<file path="src/rtl/sdram_port_arbiter_pkg.sv">
// -----------------------------------------------------------------------------
// jg_sdram_pkg
// Shared definitions for the SDRAM command-port arbiter.
//   - FSM state encoding (IDLE / ISSUE / WAIT_RD)
//   - requester identity (owner) encoding
//   - command direction constants RW_WRITE / RW_READ
//   - default SDRAM address/data widths
//   - arbitration helper: decides which requester wins an IDLE-cycle grant
// -----------------------------------------------------------------------------
package jg_sdram_pkg;

   localparam int ADDR_W_DEF = 23;
   localparam int DATA_W_DEF = 32;

   localparam logic RW_WRITE = 1'b1;
   localparam logic RW_READ  = 1'b0;

   typedef enum logic [1:0] {
      ST_IDLE    = 2'b00,
      ST_ISSUE   = 2'b01,
      ST_WAIT_RD = 2'b10
   } state_e;

   typedef enum logic {
      OWNER_P0 = 1'b0,
      OWNER_P1 = 1'b1
   } owner_e;

   // P0 (capture writer) wins unless the readout engine is requesting and
   // P0 has already used up its streak allowance.
   function automatic owner_e arb_pick(input logic p0_req,
                                       input logic p1_req,
                                       input logic at_limit);
      owner_e pick;
      if (p1_req && (!p0_req || at_limit)) begin
         pick = OWNER_P1;
      end else begin
         pick = OWNER_P0;
      end
      return pick;
   endfunction

endpackage

</file>
<file path="src/rtl/sdram_port_arbiter_if.sv">
// -----------------------------------------------------------------------------
// sdram_port_arbiter_if
// Bundles every handshake/bus signal around the arbiter:
//   - requester P0 (capture writer) and P1 (readout engine):
//       pN_req, pN_rw, pN_addr, pN_wdata   -> arbiter
//       pN_ack, pN_rvalid, pN_rdata, pN_rd_err <- arbiter
//   - SDRAM controller command port:
//       addr, rw, data_in, in_valid        <- arbiter
//       busy, data_out, out_valid          -> arbiter
// Modports:
//   master : the environment (requesters + controller) driving the arbiter
//   slave  : the arbiter itself
// -----------------------------------------------------------------------------
interface sdram_port_arbiter_if
   import jg_sdram_pkg::*;
#(
   parameter int ADDR_W = ADDR_W_DEF,
   parameter int DATA_W = DATA_W_DEF
);

   // requester P0
   logic              p0_req;
   logic              p0_rw;
   logic [ADDR_W-1:0] p0_addr;
   logic [DATA_W-1:0] p0_wdata;
   logic              p0_ack;
   logic              p0_rvalid;
   logic [DATA_W-1:0] p0_rdata;
   logic              p0_rd_err;

   // requester P1
   logic              p1_req;
   logic              p1_rw;
   logic [ADDR_W-1:0] p1_addr;
   logic [DATA_W-1:0] p1_wdata;
   logic              p1_ack;
   logic              p1_rvalid;
   logic [DATA_W-1:0] p1_rdata;
   logic              p1_rd_err;

   // SDRAM controller command port
   logic [ADDR_W-1:0] addr;
   logic              rw;
   logic [DATA_W-1:0] data_in;
   logic              in_valid;
   logic              busy;
   logic [DATA_W-1:0] data_out;
   logic              out_valid;

   modport master (
      output p0_req, p0_rw, p0_addr, p0_wdata,
      input  p0_ack, p0_rvalid, p0_rdata, p0_rd_err,
      output p1_req, p1_rw, p1_addr, p1_wdata,
      input  p1_ack, p1_rvalid, p1_rdata, p1_rd_err,
      input  addr, rw, data_in, in_valid,
      output busy, data_out, out_valid
   );

   modport slave (
      input  p0_req, p0_rw, p0_addr, p0_wdata,
      output p0_ack, p0_rvalid, p0_rdata, p0_rd_err,
      input  p1_req, p1_rw, p1_addr, p1_wdata,
      output p1_ack, p1_rvalid, p1_rdata, p1_rd_err,
      output addr, rw, data_in, in_valid,
      input  busy, data_out, out_valid
   );

endinterface

</file>
<file path="src/rtl/sdram_port_arbiter_rd_timer.sv">
// -----------------------------------------------------------------------------
// sdram_rd_timer
// Read-response watchdog: a down-counter loaded when a read is accepted by
// the controller. It counts one per clock; expire is high during the last
// cycle of the RD_TIMEOUT-cycle window, so the arbiter can still prefer a
// response arriving in that same cycle.
// Ports:
//   clk, rst_n : clock, asynchronous active-low reset
//   load       : start a new window of RD_TIMEOUT cycles
//   clear      : abandon the window (read data arrived)
//   expire     : final cycle of the window
// -----------------------------------------------------------------------------
module sdram_rd_timer #(
   parameter int RD_TIMEOUT = 1023
) (
   input  logic clk,
   input  logic rst_n,
   input  logic load,
   input  logic clear,
   output logic expire
);

   localparam int TW = $clog2(RD_TIMEOUT + 1);

   logic [TW-1:0] cnt_q;
   logic [TW-1:0] cnt_d;

   // Next count: load wins over clear; otherwise count down to zero and stop.
   always_comb begin
      cnt_d = cnt_q;
      if (load) begin
         cnt_d = TW'(RD_TIMEOUT);
      end else if (clear) begin
         cnt_d = {TW{1'b0}};
      end else if (cnt_q != {TW{1'b0}}) begin
         cnt_d = cnt_q - TW'(1);
      end else begin
         cnt_d = cnt_q;
      end
   end

   // Counter register.
   always_ff @(posedge clk or negedge rst_n) begin
      if (!rst_n) begin
         cnt_q <= {TW{1'b0}};
      end else begin
         cnt_q <= cnt_d;
      end
   end

   assign expire = (cnt_q == TW'(1));

endmodule

</file>
<file path="src/rtl/sdram_port_arbiter.sv">
// -----------------------------------------------------------------------------
// sdram_port_arbiter
// Shares the single SDRAM controller command port between the video capture
// writer (P0) and the frame readout engine (P1). One command is in flight at a
// time and at most one read is outstanding. P0 has priority, but after
// MAX_STREAK consecutive P0 grants with P1 waiting, P1 gets the next slot.
// Ports:
//   clk    : system clock, rising edge
//   rst_n  : asynchronous active-low reset; aborts any in-flight command
//   bus    : sdram_port_arbiter_if.slave
//            requester side  pN_req/rw/addr/wdata in, pN_ack/rvalid/rdata/rd_err out
//            controller side addr/rw/data_in/in_valid out, busy/data_out/out_valid in
// -----------------------------------------------------------------------------
module sdram_port_arbiter
   import jg_sdram_pkg::*;
#(
   parameter int ADDR_W     = ADDR_W_DEF,
   parameter int DATA_W     = DATA_W_DEF,
   parameter int MAX_STREAK = 8,
   parameter int RD_TIMEOUT = 1023
) (
   input logic                 clk,
   input logic                 rst_n,
   sdram_port_arbiter_if.slave bus
);

   localparam int SW = $clog2(MAX_STREAK + 1);

   state_e            state_q, state_d;
   owner_e            owner_q, owner_d;
   logic [SW-1:0]     streak_q, streak_d;
   logic [ADDR_W-1:0] addr_q, addr_d;
   logic              rw_q, rw_d;
   logic [DATA_W-1:0] wdata_q, wdata_d;
   logic              in_valid_q, in_valid_d;
   logic [1:0]        rvalid_q, rvalid_d;   // bit0 = P0, bit1 = P1
   logic [1:0]        rd_err_q, rd_err_d;   // bit0 = P0, bit1 = P1
   logic [DATA_W-1:0] p0_rdata_q, p0_rdata_d;
   logic [DATA_W-1:0] p1_rdata_q, p1_rdata_d;

   owner_e            pick_s;
   logic              at_limit_s;
   logic              accept_s;
   logic              tmr_load_s;
   logic              tmr_clear_s;
   logic              tmr_expire_s;

   assign at_limit_s = (streak_q == SW'(MAX_STREAK));

   // The controller takes the command in any ISSUE cycle where it is not busy.
   assign accept_s = (state_q == ST_ISSUE) && in_valid_q && !bus.busy;

   sdram_rd_timer #(
      .RD_TIMEOUT (RD_TIMEOUT)
   ) u_rd_timer (
      .clk    (clk),
      .rst_n  (rst_n),
      .load   (tmr_load_s),
      .clear  (tmr_clear_s),
      .expire (tmr_expire_s)
   );

   // Next-state, arbitration, command latching and response generation.
   always_comb begin
      state_d     = state_q;
      owner_d     = owner_q;
      addr_d      = addr_q;
      rw_d        = rw_q;
      wdata_d     = wdata_q;
      in_valid_d  = in_valid_q;
      rvalid_d    = 2'b00;
      rd_err_d    = 2'b00;
      p0_rdata_d  = p0_rdata_q;
      p1_rdata_d  = p1_rdata_q;
      tmr_load_s  = 1'b0;
      tmr_clear_s = 1'b0;
      pick_s      = arb_pick(bus.p0_req, bus.p1_req, at_limit_s);

      // The streak only measures how long P1 has been kept waiting.
      if (bus.p1_req) begin
         streak_d = streak_q;
      end else begin
         streak_d = {SW{1'b0}};
      end

      case (state_q)
         ST_IDLE: begin
            if (bus.p0_req || bus.p1_req) begin
               owner_d    = pick_s;
               in_valid_d = 1'b1;
               state_d    = ST_ISSUE;
               if (pick_s == OWNER_P1) begin
                  rw_d     = bus.p1_rw;
                  addr_d   = bus.p1_addr;
                  wdata_d  = bus.p1_wdata;
                  streak_d = {SW{1'b0}};
               end else begin
                  rw_d    = bus.p0_rw;
                  addr_d  = bus.p0_addr;
                  wdata_d = bus.p0_wdata;
                  // A P0 grant with P1 waiting implies the limit is not reached.
                  if (bus.p1_req && !at_limit_s) begin
                     streak_d = streak_q + SW'(1);
                  end else begin
                     streak_d = {SW{1'b0}};
                  end
               end
            end else begin
               state_d = ST_IDLE;
            end
         end

         ST_ISSUE: begin
            if (accept_s) begin
               in_valid_d = 1'b0;
               if (rw_q == RW_WRITE) begin
                  state_d = ST_IDLE;
               end else begin
                  state_d    = ST_WAIT_RD;
                  tmr_load_s = 1'b1;
               end
            end else begin
               in_valid_d = 1'b1;
               state_d    = ST_ISSUE;
            end
         end

         ST_WAIT_RD: begin
            // Data takes precedence over a timeout expiring in the same cycle.
            if (bus.out_valid) begin
               tmr_clear_s = 1'b1;
               state_d     = ST_IDLE;
               if (owner_q == OWNER_P1) begin
                  rvalid_d   = 2'b10;
                  p1_rdata_d = bus.data_out;
               end else begin
                  rvalid_d   = 2'b01;
                  p0_rdata_d = bus.data_out;
               end
            end else if (tmr_expire_s) begin
               state_d = ST_IDLE;
               if (owner_q == OWNER_P1) begin
                  rd_err_d = 2'b10;
               end else begin
                  rd_err_d = 2'b01;
               end
            end else begin
               state_d = ST_WAIT_RD;
            end
         end

         default: begin
            state_d    = ST_IDLE;
            in_valid_d = 1'b0;
         end
      endcase
   end

   // State, command and response registers.
   always_ff @(posedge clk or negedge rst_n) begin
      if (!rst_n) begin
         state_q    <= ST_IDLE;
         owner_q    <= OWNER_P0;
         streak_q   <= {SW{1'b0}};
         addr_q     <= {ADDR_W{1'b0}};
         rw_q       <= 1'b0;
         wdata_q    <= {DATA_W{1'b0}};
         in_valid_q <= 1'b0;
         rvalid_q   <= 2'b00;
         rd_err_q   <= 2'b00;
         p0_rdata_q <= {DATA_W{1'b0}};
         p1_rdata_q <= {DATA_W{1'b0}};
      end else begin
         state_q    <= state_d;
         owner_q    <= owner_d;
         streak_q   <= streak_d;
         addr_q     <= addr_d;
         rw_q       <= rw_d;
         wdata_q    <= wdata_d;
         in_valid_q <= in_valid_d;
         rvalid_q   <= rvalid_d;
         rd_err_q   <= rd_err_d;
         p0_rdata_q <= p0_rdata_d;
         p1_rdata_q <= p1_rdata_d;
      end
   end

   // Controller command port.
   assign bus.addr     = addr_q;
   assign bus.rw       = rw_q;
   assign bus.data_in  = wdata_q;
   assign bus.in_valid = in_valid_q;

   // The ack coincides with the accept cycle itself, so it follows busy
   // combinationally; it is gated by the registered ISSUE state and owner.
   assign bus.p0_ack    = accept_s && (owner_q == OWNER_P0);
   assign bus.p1_ack    = accept_s && (owner_q == OWNER_P1);

   assign bus.p0_rvalid = rvalid_q[0];
   assign bus.p1_rvalid = rvalid_q[1];
   assign bus.p0_rd_err = rd_err_q[0];
   assign bus.p1_rd_err = rd_err_q[1];
   assign bus.p0_rdata  = p0_rdata_q;
   assign bus.p1_rdata  = p1_rdata_q;

endmodule

</file>
<file path="src/flat_wrapper.sv">
// flat-port wrapper written by rule: the top's interface ports become plain ports
module sdram_port_arbiter_flat import jg_sdram_pkg::*;
#(
   parameter int ADDR_W     = ADDR_W_DEF,
   parameter int DATA_W     = DATA_W_DEF,
   parameter int MAX_STREAK = 8,
   parameter int RD_TIMEOUT = 1023
)
  (clk, rst_n, bus_p0_req, bus_p0_rw, bus_p0_addr, bus_p0_wdata, bus_p0_ack, bus_p0_rvalid, bus_p0_rdata, bus_p0_rd_err, bus_p1_req, bus_p1_rw, bus_p1_addr, bus_p1_wdata, bus_p1_ack, bus_p1_rvalid, bus_p1_rdata, bus_p1_rd_err, bus_addr, bus_rw, bus_data_in, bus_in_valid, bus_busy, bus_data_out, bus_out_valid);
  sdram_port_arbiter_if #(.ADDR_W(ADDR_W), .DATA_W(DATA_W)) bus_i ();
  input logic clk;
  input logic rst_n;
  input wire logic [$bits(bus_i.p0_req)-1:0] bus_p0_req;
  input wire logic [$bits(bus_i.p0_rw)-1:0] bus_p0_rw;
  input wire logic [$bits(bus_i.p0_addr)-1:0] bus_p0_addr;
  input wire logic [$bits(bus_i.p0_wdata)-1:0] bus_p0_wdata;
  output wire logic [$bits(bus_i.p0_ack)-1:0] bus_p0_ack;
  output wire logic [$bits(bus_i.p0_rvalid)-1:0] bus_p0_rvalid;
  output wire logic [$bits(bus_i.p0_rdata)-1:0] bus_p0_rdata;
  output wire logic [$bits(bus_i.p0_rd_err)-1:0] bus_p0_rd_err;
  input wire logic [$bits(bus_i.p1_req)-1:0] bus_p1_req;
  input wire logic [$bits(bus_i.p1_rw)-1:0] bus_p1_rw;
  input wire logic [$bits(bus_i.p1_addr)-1:0] bus_p1_addr;
  input wire logic [$bits(bus_i.p1_wdata)-1:0] bus_p1_wdata;
  output wire logic [$bits(bus_i.p1_ack)-1:0] bus_p1_ack;
  output wire logic [$bits(bus_i.p1_rvalid)-1:0] bus_p1_rvalid;
  output wire logic [$bits(bus_i.p1_rdata)-1:0] bus_p1_rdata;
  output wire logic [$bits(bus_i.p1_rd_err)-1:0] bus_p1_rd_err;
  output wire logic [$bits(bus_i.addr)-1:0] bus_addr;
  output wire logic [$bits(bus_i.rw)-1:0] bus_rw;
  output wire logic [$bits(bus_i.data_in)-1:0] bus_data_in;
  output wire logic [$bits(bus_i.in_valid)-1:0] bus_in_valid;
  input wire logic [$bits(bus_i.busy)-1:0] bus_busy;
  input wire logic [$bits(bus_i.data_out)-1:0] bus_data_out;
  input wire logic [$bits(bus_i.out_valid)-1:0] bus_out_valid;
  assign bus_i.p0_req = bus_p0_req;
  assign bus_i.p0_rw = bus_p0_rw;
  assign bus_i.p0_addr = bus_p0_addr;
  assign bus_i.p0_wdata = bus_p0_wdata;
  assign bus_p0_ack = bus_i.p0_ack;
  assign bus_p0_rvalid = bus_i.p0_rvalid;
  assign bus_p0_rdata = bus_i.p0_rdata;
  assign bus_p0_rd_err = bus_i.p0_rd_err;
  assign bus_i.p1_req = bus_p1_req;
  assign bus_i.p1_rw = bus_p1_rw;
  assign bus_i.p1_addr = bus_p1_addr;
  assign bus_i.p1_wdata = bus_p1_wdata;
  assign bus_p1_ack = bus_i.p1_ack;
  assign bus_p1_rvalid = bus_i.p1_rvalid;
  assign bus_p1_rdata = bus_i.p1_rdata;
  assign bus_p1_rd_err = bus_i.p1_rd_err;
  assign bus_addr = bus_i.addr;
  assign bus_rw = bus_i.rw;
  assign bus_data_in = bus_i.data_in;
  assign bus_in_valid = bus_i.in_valid;
  assign bus_i.busy = bus_busy;
  assign bus_i.data_out = bus_data_out;
  assign bus_i.out_valid = bus_out_valid;
  sdram_port_arbiter #(.ADDR_W(ADDR_W), .DATA_W(DATA_W), .MAX_STREAK(MAX_STREAK), .RD_TIMEOUT(RD_TIMEOUT)) u_core (.clk(clk), .rst_n(rst_n), .bus(bus_i));
endmodule
</file>
<file path="config.mk">
export PLATFORM = sky130hd
export DESIGN_NAME = sdram_port_arbiter_flat
export DESIGN_NICKNAME = d
export VERILOG_FILES = /design/src/rtl/sdram_port_arbiter_pkg.sv /design/src/rtl/sdram_port_arbiter_if.sv /design/src/rtl/sdram_port_arbiter_rd_timer.sv /design/src/rtl/sdram_port_arbiter.sv /design/src/flat_wrapper.sv
export SDC_FILE = /design/constraint.sdc
export NUM_CORES = 1
export LEC_CHECK = 0
export CAP_MARGIN = 20
export CORE_MARGIN = 4
export CORE_UTILIZATION = 38
export CTS_CLUSTER_DIAMETER = 30
export DETAILED_ROUTE_END_ITERATION = 16
export MAX_ROUTING_LAYER = met4
export PLACE_DENSITY = 0.77
export SYNTH_ARGS = -nofsm -noshare
export SYNTH_HDL_FRONTEND = slang
export SYNTH_SLANG_ARGS = --single-unit
</file>
<file path="constraint.sdc">
create_clock -name clk -period 1.85 [get_ports clk]
set_input_delay 0.2775 -clock clk [delete_from_list [all_inputs] [get_ports clk]]
set_output_delay 0.2775 -clock clk [all_outputs]
set_load 0.01 [all_outputs]
</file>
==> tab_implementation.tex, run 1 <==
\begin{tabular}{lr}
\hline
Metric & Value \\
\hline
\multicolumn{2}{l}{\textbf{Worst setup path}} \\
\quad Data arrival time of the critical path & 2090 ps \\
\quad Worst-path maximum fanout & 3 \\
\quad Worst EP required & between 2000 and 2500 ps \\
\quad Endpoint of the most critical register-to-register path & u\_core.u\_rd\_timer.cnt\_q[4] \\
\quad Crit path from & u\_core.u\_rd\_timer.cnt\_q[1] \\
\quad Critical path destination & u\_core.u\_rd\_timer.cnt\_q[4] \\
\quad Number of cells traversed by the worst register-to-register path & 7 \\
\quad Nature of the critical path endpoint & flop \\
\quad Max incr delay on CP & 500 ps \\
\quad Cell chain of the critical path & inv\_2, ha\_4, or4b\_4, nor3\_4, or2\_4, buf\_4, o21ai\_1 \\
\quad Worst-path cell with the longest stage delay & sky130\_fd\_sc\_hd\_\_or4b\_4 \\
\quad Worst reg2reg setup slack & 30 ps \\
\quad WS Path Type & flop to flop \\
\quad CP startpoint kind & flop \\
\quad Origin of the critical flop-to-flop path & u\_core.u\_rd\_timer.cnt\_q[1] \\
\multicolumn{2}{l}{\textbf{Drt}} \\
\quad Iteration-0 DRC Markers & 203 \\
\quad Drt drc & 0 \\
\quad Post-Route WL & 19.0 mm \\
\quad Average detailed-routed wire length per instance & 17.5 um \\
\quad TritonRoute pass-1 iters & 4 \\
\quad Number of vias per cell & 4.89 \\
\quad Via count of the routed design & 5303 \\
\quad Detail Route Antenna Nets & 0 \\
\multicolumn{2}{l}{\textbf{STA}} \\
\quad Count of endpoints failing setup in the final report & 0 \\
\quad Max Transition Viols Final & 0 \\
\quad Post-layout minimum cycle time & 1820 ps \\
\quad Number of hold violations in the final report & 0 \\
\quad Final cycle utilization of the critical path & 0.983 \\
\quad Upper clock frequency limit & 550 MHz \\
\quad Worst hold slack & 377 ps \\
\quad Slew at the pin with the worst max-slew slack & $\sim$450 ps \\
\quad RSZ-0062 raised after global routing & yes \\
\quad Skew final & approximately 11 ps \\
\quad Remaining max-slew budget at the tightest pin & 0.699 \\
\multicolumn{2}{l}{\textbf{Final layout}} \\
\quad Fillers & around 1300 \\
\quad Layout overhead on the synthesized area & 62.9\% \\
\quad Post-layout util & 0.633 \\
\quad Number of nets in the layout & a little over 1000 \\
\quad Fraction of final layout cells with drive strength greater than 1 & 0.173 \\
\multicolumn{2}{l}{\textbf{Placed design}} \\
\quad Detailed placement HPWL & 13.7 mm \\
\quad RD Place Congestion & between 0.8 and 0.9 \\
\quad Number of buffers added on ports & 276 \\
\multicolumn{2}{l}{\textbf{Yosys}} \\
\quad Most area-hungry cell type in the Yosys netlist & sky130\_fd\_sc\_hd\_\_dfrtp\_1 \\
\quad Asr flop ratio synth & 1.00 \\
\quad Top cells by count, synth & 142 x sky130\_fd\_sc\_hd\_\_dfrtp\_1, 115 x sky130\_fd\_sc\_hd\_\_a21oi\_1, 67 x sky130\_fd\_sc\_hd\_\_nand2\_1 \\
\quad Total of flip-flops plus latches after synthesis & 142 \\
\quad Synth Warn \# & 0 \\
\quad Count of flip-flops with a built-in enable after synthesis & 0 \\
\quad Net count after synthesis & just over 700 \\
\quad Biggest area contributors in the synthesized netlist & sky130\_fd\_sc\_hd\_\_dfrtp\_1 58\%, sky130\_fd\_sc\_hd\_\_a21oi\_1 9.3\%, sky130\_fd\_sc\_hd\_\_mux2\_4 7.1\% \\
\quad Most numerous cell in the Yosys netlist & sky130\_fd\_sc\_hd\_\_dfrtp\_1 \\
\quad Sequential area share after synthesis & 0.576 \\
\quad Gate count after technology mapping & 561 \\
\quad Area share of the largest cell type after synthesis & 0.576 \\
\quad Post-synth design cell area & 6170 um\^{}2 \\
\quad Post-Syn Area per Cell & around 11 um\^{}2 \\
\quad Leading register cell type out of synthesis & sky130\_fd\_sc\_hd\_\_dfrtp\_1 \\
\quad Netlist cell types & 39 \\
\multicolumn{2}{l}{\textbf{Floorplanning}} \\
\quad Width of the chip & 135 um \\
\quad Area of the die & around 18000 um\^{}2 \\
\quad Starting Density & 0.388 \\
\quad Core region area & 15900 um\^{}2 \\
\quad \# IOs & 277 \\
\quad Die Y-Extent & 135 um \\
\quad Standard-cell row count & 46 \\
\multicolumn{2}{l}{\textbf{CTS}} \\
\quad Clk Tree Root Cell & sky130\_fd\_sc\_hd\_\_clkbuf\_16 \\
\quad Num CTS Buffers & 17 \\
\quad Clk Latency, worst-skew pair & 420 ps \\
\quad Clock tree from TritonCTS & built \\
\quad Maximum number of buffers from clock root to sink & 2 \\
\quad Clock-pin slew of the registers on the worst-case setup and hold paths & 70 ps \\
\quad Number of levels the H-tree was split into & 4 \\
\quad Number of clock sinks & $\sim$140 \\
\multicolumn{2}{l}{\textbf{Hold path}} \\
\quad Type of the tightest min-delay check & primary input to async pin \\
\multicolumn{2}{l}{\textbf{Global route}} \\
\quad Overall Global Routing Usage & 0.211 \\
\quad Global-route wire length before repair & $\sim$29 mm \\
\quad Largest net degree at the start of global routing & 47 \\
\quad Vias in the first global route & between 5000 and 6000 \\
\quad Remaining global-route overflow & 0 \\
\quad Initial antenna violation count & 1 \\
\multicolumn{2}{l}{\textbf{Power and ir drop}} \\
\quad Power Dens Cells & 1540 nW/um\^{}2 \\
\quad Power consumption & 15.5 mW \\
\quad Standby leakage power & 4.40 nW \\
\quad Maximum ir drop on the vdd rail & 0.950 mV \\
\multicolumn{2}{l}{\textbf{Status}} \\
\quad Outcome & finished clean \\
\multicolumn{2}{l}{\textbf{Flow run}} \\
\quad Number of violations of the max-capacitance limit & 0 \\
\hline
\end{tabular}
kinds of logic (layout without fill, tap and decap cells):
family	count (synthesis)	after routing	synth area share
XOR/XNOR	9	9	0.0128
buffers and inverters	45	351	0.0393
other	0	2	0
multiplexers	64	64	0.134
adder cells (fa/ha/maj)	4	4	0.00811
AND/OR/NAND/NOR	161	161	0.116
AO/OA/AOI/OAI	136	136	0.114
flip-flops	142	142	0.576
cell type report:
type	instances	area [um^2]	area share
antenna	2	5.00	0.000498
tap	216	270	0.0269
multi-input combinational	374	2440	0.243
clock inverter	14	180	0.0179
clock buffer	18	439	0.0437
inverter	9	33.8	0.00336
sequential	142	3560	0.354
timing repair buffer	310	3130	0.311
layout by cell type, fill, tap and decap left out, types with 4 or more instances in the layout:
master / count
sky130_fd_sc_hd__a21boi_0: 4
sky130_fd_sc_hd__inv_1: 7
sky130_fd_sc_hd__clkdlybuf4s50_1: 273
sky130_fd_sc_hd__a21oi_1: 115
sky130_fd_sc_hd__inv_6: 4
sky130_fd_sc_hd__mux2_2: 35
sky130_fd_sc_hd__buf_4: 23
sky130_fd_sc_hd__o21ai_1: 9
sky130_fd_sc_hd__nand2_1: 67
sky130_fd_sc_hd__dfrtp_1: 140
sky130_fd_sc_hd__nor2_1: 65
sky130_fd_sc_hd__mux2_4: 29
sky130_fd_sc_hd__clkbuf_16: 17
sky130_fd_sc_hd__xnor2_1: 4
sky130_fd_sc_hd__nand3_1: 5
sky130_fd_sc_hd__buf_12: 8
sky130_fd_sc_hd__xor2_1: 4
report_power, final:
part           total, mW  internal [mW]  leakage [nW]  switching [mW]
sequential          5.23           4.42          1.72           0.808
combinational       6.67           3.81          2.38            2.85
clock               3.61           2.19         0.304            1.42
total               15.5           10.4          4.40            5.08
state kept, by name (all words and copies together) (netlist names):
signal                   cells
u_core.state_q               2
u_core.bus.p1_rdata         32
u_core.rd_err_q              2
u_core.bus.in_valid          1
u_core.u_rd_timer.cnt_q     10
u_core.bus.data_in          32
u_core.bus.rw                1
u_core.rvalid_q              2
u_core.bus.addr             23
u_core.owner_q               1
u_core.streak_q              4
u_core.bus.p0_rdata         32
through the flow:
stage,worst slack (ps),setup TNS (ps),instances,instance area (um^2)
floorplan,89.2,0,561,6170
global placement,-61.0,-61.0,1046,9350
detailed placement,-61.0,-202,1046,9350
CTS,43.7,0,1079,9980
global route,-36.7,-217,1084,10000
finish,31.5,0,1085,10100
what timing repair did:
item / in CTS / in global routing
endpoints found under the hold margin: 41 / 0
setup endpoints to repair: 2 / 11
pin swaps: 0 / 3
buffers inserted: 0 / 4
hold buffers: 1 / 0
gates resized for setup: 5 / 9
how the worst min path moves through the flow:
stage                                      end  slack [ps]  depth (start not counted)
CTS                 u_core.u_rd_timer.cnt_q[5]         370                          2
floorplan                   u_core.bus.addr[0]         -20                          0
global placement       u_core.bus.p1_rdata[14]         250                          1
global route        u_core.u_rd_timer.cnt_q[5]         390                          2
detailed placement     u_core.bus.p1_rdata[14]         250                          1
finish              u_core.u_rd_timer.cnt_q[6]         380                          2
worst max-delay path, delay by kind of cell, from the launching register on:
| family | cells | cell delay (ps) |
|---|---|---|
| AND/OR/NAND/NOR | 3 | 860 |
| flip-flops | 1 | 410 |
| buffers and inverters | 2 | 200 |
| adder cells (fa/ha/maj) | 1 | 120 |
| AO/OA/AOI/OAI | 1 | 70 |
layer usage:
metal,wire length (um),global-route usage
met5,0,-
met4,407,0.0705
met3,1720,0.0706
met2,9310,0.348
met1,7550,0.244
No activity file was read; power rests on OpenSTA's default activity.
==> run 2, diff against run 1 <==
--- a/config.mk
+++ b/config.mk
@@ -9,6 +9,7 @@
 export CORE_MARGIN = 4
 export CORE_UTILIZATION = 38
 export CTS_CLUSTER_DIAMETER = 30
+export CTS_CLUSTER_SIZE = 12
 export DETAILED_ROUTE_END_ITERATION = 16
 export MAX_ROUTING_LAYER = met4
 export PLACE_DENSITY = 0.77
==> constraint.sdc (replaced) <==
create_clock -name clk -period 1.85 [get_ports clk]
set_input_delay 0.37 -clock clk [delete_from_list [all_inputs] [get_ports clk]]
set_output_delay 0.37 -clock clk [all_outputs]
set_load 0.01 [all_outputs]
==> run 2 against run 1 <==
Net effect:
- register-to-register slack better by 30 ps
- worst hold slack improved by 90 ps
- count of clock-buffer cells in the layout is 1 lower
- cell count about the same
- global-route usage grew 0.18 points
- largest power group unchanged
- highest routed layer unchanged
==> tab_implementation.tex, run 2 (synthesized netlist as in run 1, its figures left out) <==
\begin{tabular}{lr}
\hline
Metric & Value \\
\hline
\multicolumn{2}{l}{\textbf{Placed design}} \\
\quad Number of placed cells counting well taps & approximately 1000 \\
\quad Detailed placement HPWL & 14.1 mm \\
\quad RD Place Congestion & between 0.8 and 0.9 \\
\quad Number of buffers added on ports & around 280 \\
\multicolumn{2}{l}{\textbf{Drt}} \\
\quad Post-Route WL & 19.3 mm \\
\quad Iteration-0 DRC Markers & 263 \\
\quad Number of vias per cell & 4.95 \\
\quad Average detailed-routed wire length per instance & 17.8 um \\
\quad Drt drc & 0 \\
\quad Detail Route Antenna Nets & 0 \\
\quad TritonRoute pass-1 iters & 4 \\
\quad Via count of the routed design & between 5000 and 6000 \\
\multicolumn{2}{l}{\textbf{Final layout}} \\
\quad Antenna cell count & 0 \\
\quad Post-layout util & 0.635 \\
\quad Combined area of the multi-input logic cells & 2430 um\^{}2 \\
\quad Fillers & 1300 \\
\quad Sequential cell area & between 3000 and 4000 um\^{}2 \\
\quad Layout overhead on the synthesized area & 63.4\% \\
\quad Leading cell types in the layout, fill and taps excluded & 273 x sky130\_fd\_sc\_hd\_\_clkdlybuf4s50\_1, 141 x sky130\_fd\_sc\_hd\_\_dfrtp\_1, 115 x sky130\_fd\_sc\_hd\_\_a21oi\_1 \\
\quad Most common cell after layout, fill and taps aside & sky130\_fd\_sc\_hd\_\_clkdlybuf4s50\_1 \\
\quad Fraction of final layout cells with drive strength greater than 1 & 0.171 \\
\quad Number of nets in the layout & approximately 1000 \\
\quad Final instance count without filler cells & 1084 \\
\multicolumn{2}{l}{\textbf{STA}} \\
\quad Upper clock frequency limit & 558 MHz \\
\quad Post-layout minimum cycle time & 1790 ps \\
\quad Number of hold violations in the final report & 0 \\
\quad Remaining max-slew budget at the tightest pin & 0.696 \\
\quad Max Transition Viols Final & 0 \\
\quad Slew at the pin with the worst max-slew slack & 455 ps \\
\quad Final cycle utilization of the critical path & 0.969 \\
\quad Skew final & $\sim$5.6 ps \\
\quad RSZ-0062 raised after global routing & yes \\
\quad Count of endpoints failing setup in the final report & 0 \\
\multicolumn{2}{l}{\textbf{CTS}} \\
\quad Clk Tree Root Cell & sky130\_fd\_sc\_hd\_\_clkbuf\_16 \\
\quad Maximum number of buffers from clock root to sink & 2 \\
\quad Clock-pin slew of the registers on the worst-case setup and hold paths & 60 ps \\
\quad Clk Latency, worst-skew pair & 420 ps \\
\quad Number of clock sinks & 142 \\
\quad Num CTS Buffers & 17 \\
\quad Clock tree from TritonCTS & built \\
\quad Number of levels the H-tree was split into & 4 \\
\multicolumn{2}{l}{\textbf{Power and ir drop}} \\
\quad Standby leakage power & 4.42 nW \\
\quad Internal cell power & 10.5 mW \\
\quad Maximum ir drop on the vdd rail & 0.654 mV \\
\quad Switching power of the nets & around 5 mW \\
\quad Proportion of power drawn by combinational gates & 0.430 \\
\quad Share of total power in sequential cells & 0.334 \\
\quad Switching share of power & 0.327 \\
\quad Power Dens Cells & 1550 nW/um\^{}2 \\
\quad Proportion of power drawn by the clock network & 0.237 \\
\multicolumn{2}{l}{\textbf{Worst setup path}} \\
\quad Max incr delay on CP & 480 ps \\
\quad Cell chain of the critical path & inv\_2, ha\_4, or4b\_4, buf\_4, nor4\_2, xnor2\_1, o21ai\_1 \\
\quad CP startpoint kind & flop \\
\quad Data arrival time of the critical path & 2070 ps \\
\quad Worst Path Buf+Inv & 2 \\
\quad WS Path Type & flop to flop \\
\quad Worst-path maximum fanout & 2 \\
\quad Nature of the critical path endpoint & flop \\
\quad Worst EP required & 2130 ps \\
\quad Worst-path cell with the longest stage delay & sky130\_fd\_sc\_hd\_\_or4b\_4 \\
\quad Crit path max-delay family & simple AND/OR/NAND/NOR gates \\
\multicolumn{2}{l}{\textbf{Global route}} \\
\quad Vias in the first global route & 5575 \\
\quad Initial antenna violation count & 0 \\
\quad Remaining global-route overflow & 0 \\
\quad Global-route wire length before repair & 29.1 mm \\
\quad Largest net degree at the start of global routing & 47 \\
\quad Overall Global Routing Usage & 0.213 \\
\multicolumn{2}{l}{\textbf{Floorplanning}} \\
\quad \# IOs & 277 \\
\quad Die Y-Extent & 135 um \\
\quad Width of the chip & around 140 um \\
\quad Core region area & 15900 um\^{}2 \\
\quad Starting Density & 0.388 \\
\quad Area of the die & 18300 um\^{}2 \\
\quad Standard-cell row count & 46 \\
\multicolumn{2}{l}{\textbf{Flow run}} \\
\quad Number of violations of the max-capacitance limit & 0 \\
\multicolumn{2}{l}{\textbf{Status}} \\
\quad Outcome & finished clean \\
\multicolumn{2}{l}{\textbf{Hold path}} \\
\quad Type of the tightest min-delay check & primary input to async pin \\
\hline
\end{tabular}
-- run 2: cell count changes in the layout (fill, tap and decap cells not counted), sizes merged --
cell	delta
clkbuf	-1
clkdlybuf4s15	+1
bufinv	+1
diode	-2
buf	+1
clkinv	+1
inv	-1
dlygate4sd2	-1
-- run 2: stage by stage --
| stage | TNS (ps) | hold WS, ps | instance area, um^2 | total power [mW] | setup WS [ps] |
|---|---|---|---|---|---|
| after global placement | -3140 | 336 | 9390 | 11.8 | -249 |
| final | 0 | 467 | 10100 | 15.7 | 58.2 |
| after global routing | -31.5 | 477 | 10100 | 16.6 | -19.4 |
| after CTS | 0 | 453 | 10000 | 15.8 | 6.69 |
| after detailed placement | -4990 | 340 | 9390 | 12.0 | -267 |
| after floorplan | 0 | 74.4 | 6170 | 8.16 | 89.2 |
-- run 2: area by class of cell --
cell class | instances | area share
inverters | 9 | 0.00335
repair buffers | 311 | 0.313
flip-flops and latches | 142 | 0.353
multi-input cells | 374 | 0.241
well taps | 216 | 0.0268
clock inverters | 15 | 0.0206
clock buffers | 17 | 0.0422
-- run 2: worst paths after layout --
path | start | end | slack [ps] | cells after the start
setup / recovery | u_core.u_rd_timer.cnt_q[1] | u_core.u_rd_timer.cnt_q[8] | 60 | 7
hold / removal | rst_n | u_core.bus.p1_rdata[19] | 470 | 2
setup reg to reg | u_core.u_rd_timer.cnt_q[1] | u_core.u_rd_timer.cnt_q[8] | 60 | 7
hold reg to reg | u_core.bus.p1_rdata[4] | u_core.bus.p1_rdata[4] | 500 | 1
max in group asynchronous | rst_n | u_core.bus.p1_rdata[30] | 810 | 3
min in group clk | bus_p0_addr[19] | u_core.bus.addr[19] | 480 | 3
-- run 2: power groups by stage --
stage | Clock [mW] | Sequential (mW) | Combinational, mW
after floorplan | 0 | 5.74 | 2.42
after global placement | 0 | 5.21 | 6.59
after detailed placement | 0 | 5.26 | 6.72
after CTS | 3.78 | 5.23 | 6.78
after global routing | 3.90 | 5.40 | 7.26
final | 3.71 | 5.23 | 6.73
-- run 2: timing repair --
action,in CTS,in global routing
endpoints found under the hold margin,42,0
setup endpoints to repair,10,5
cloned,0,0
gates resized for setup,4,8
pin swaps,0,3
hold buffers,1,0
setup buffers,0,2
-- run 2: metal layers --
metal  GRT usage  wire [um]  part of all wire  up-vias
li1            -          -                 -     2490
met1       0.244       7670              0.40     2580
met2       0.347       9490              0.49      254
met3      0.0676       1530             0.080       40
met4      0.0907        574             0.030        0
met5           -          0                 0        -
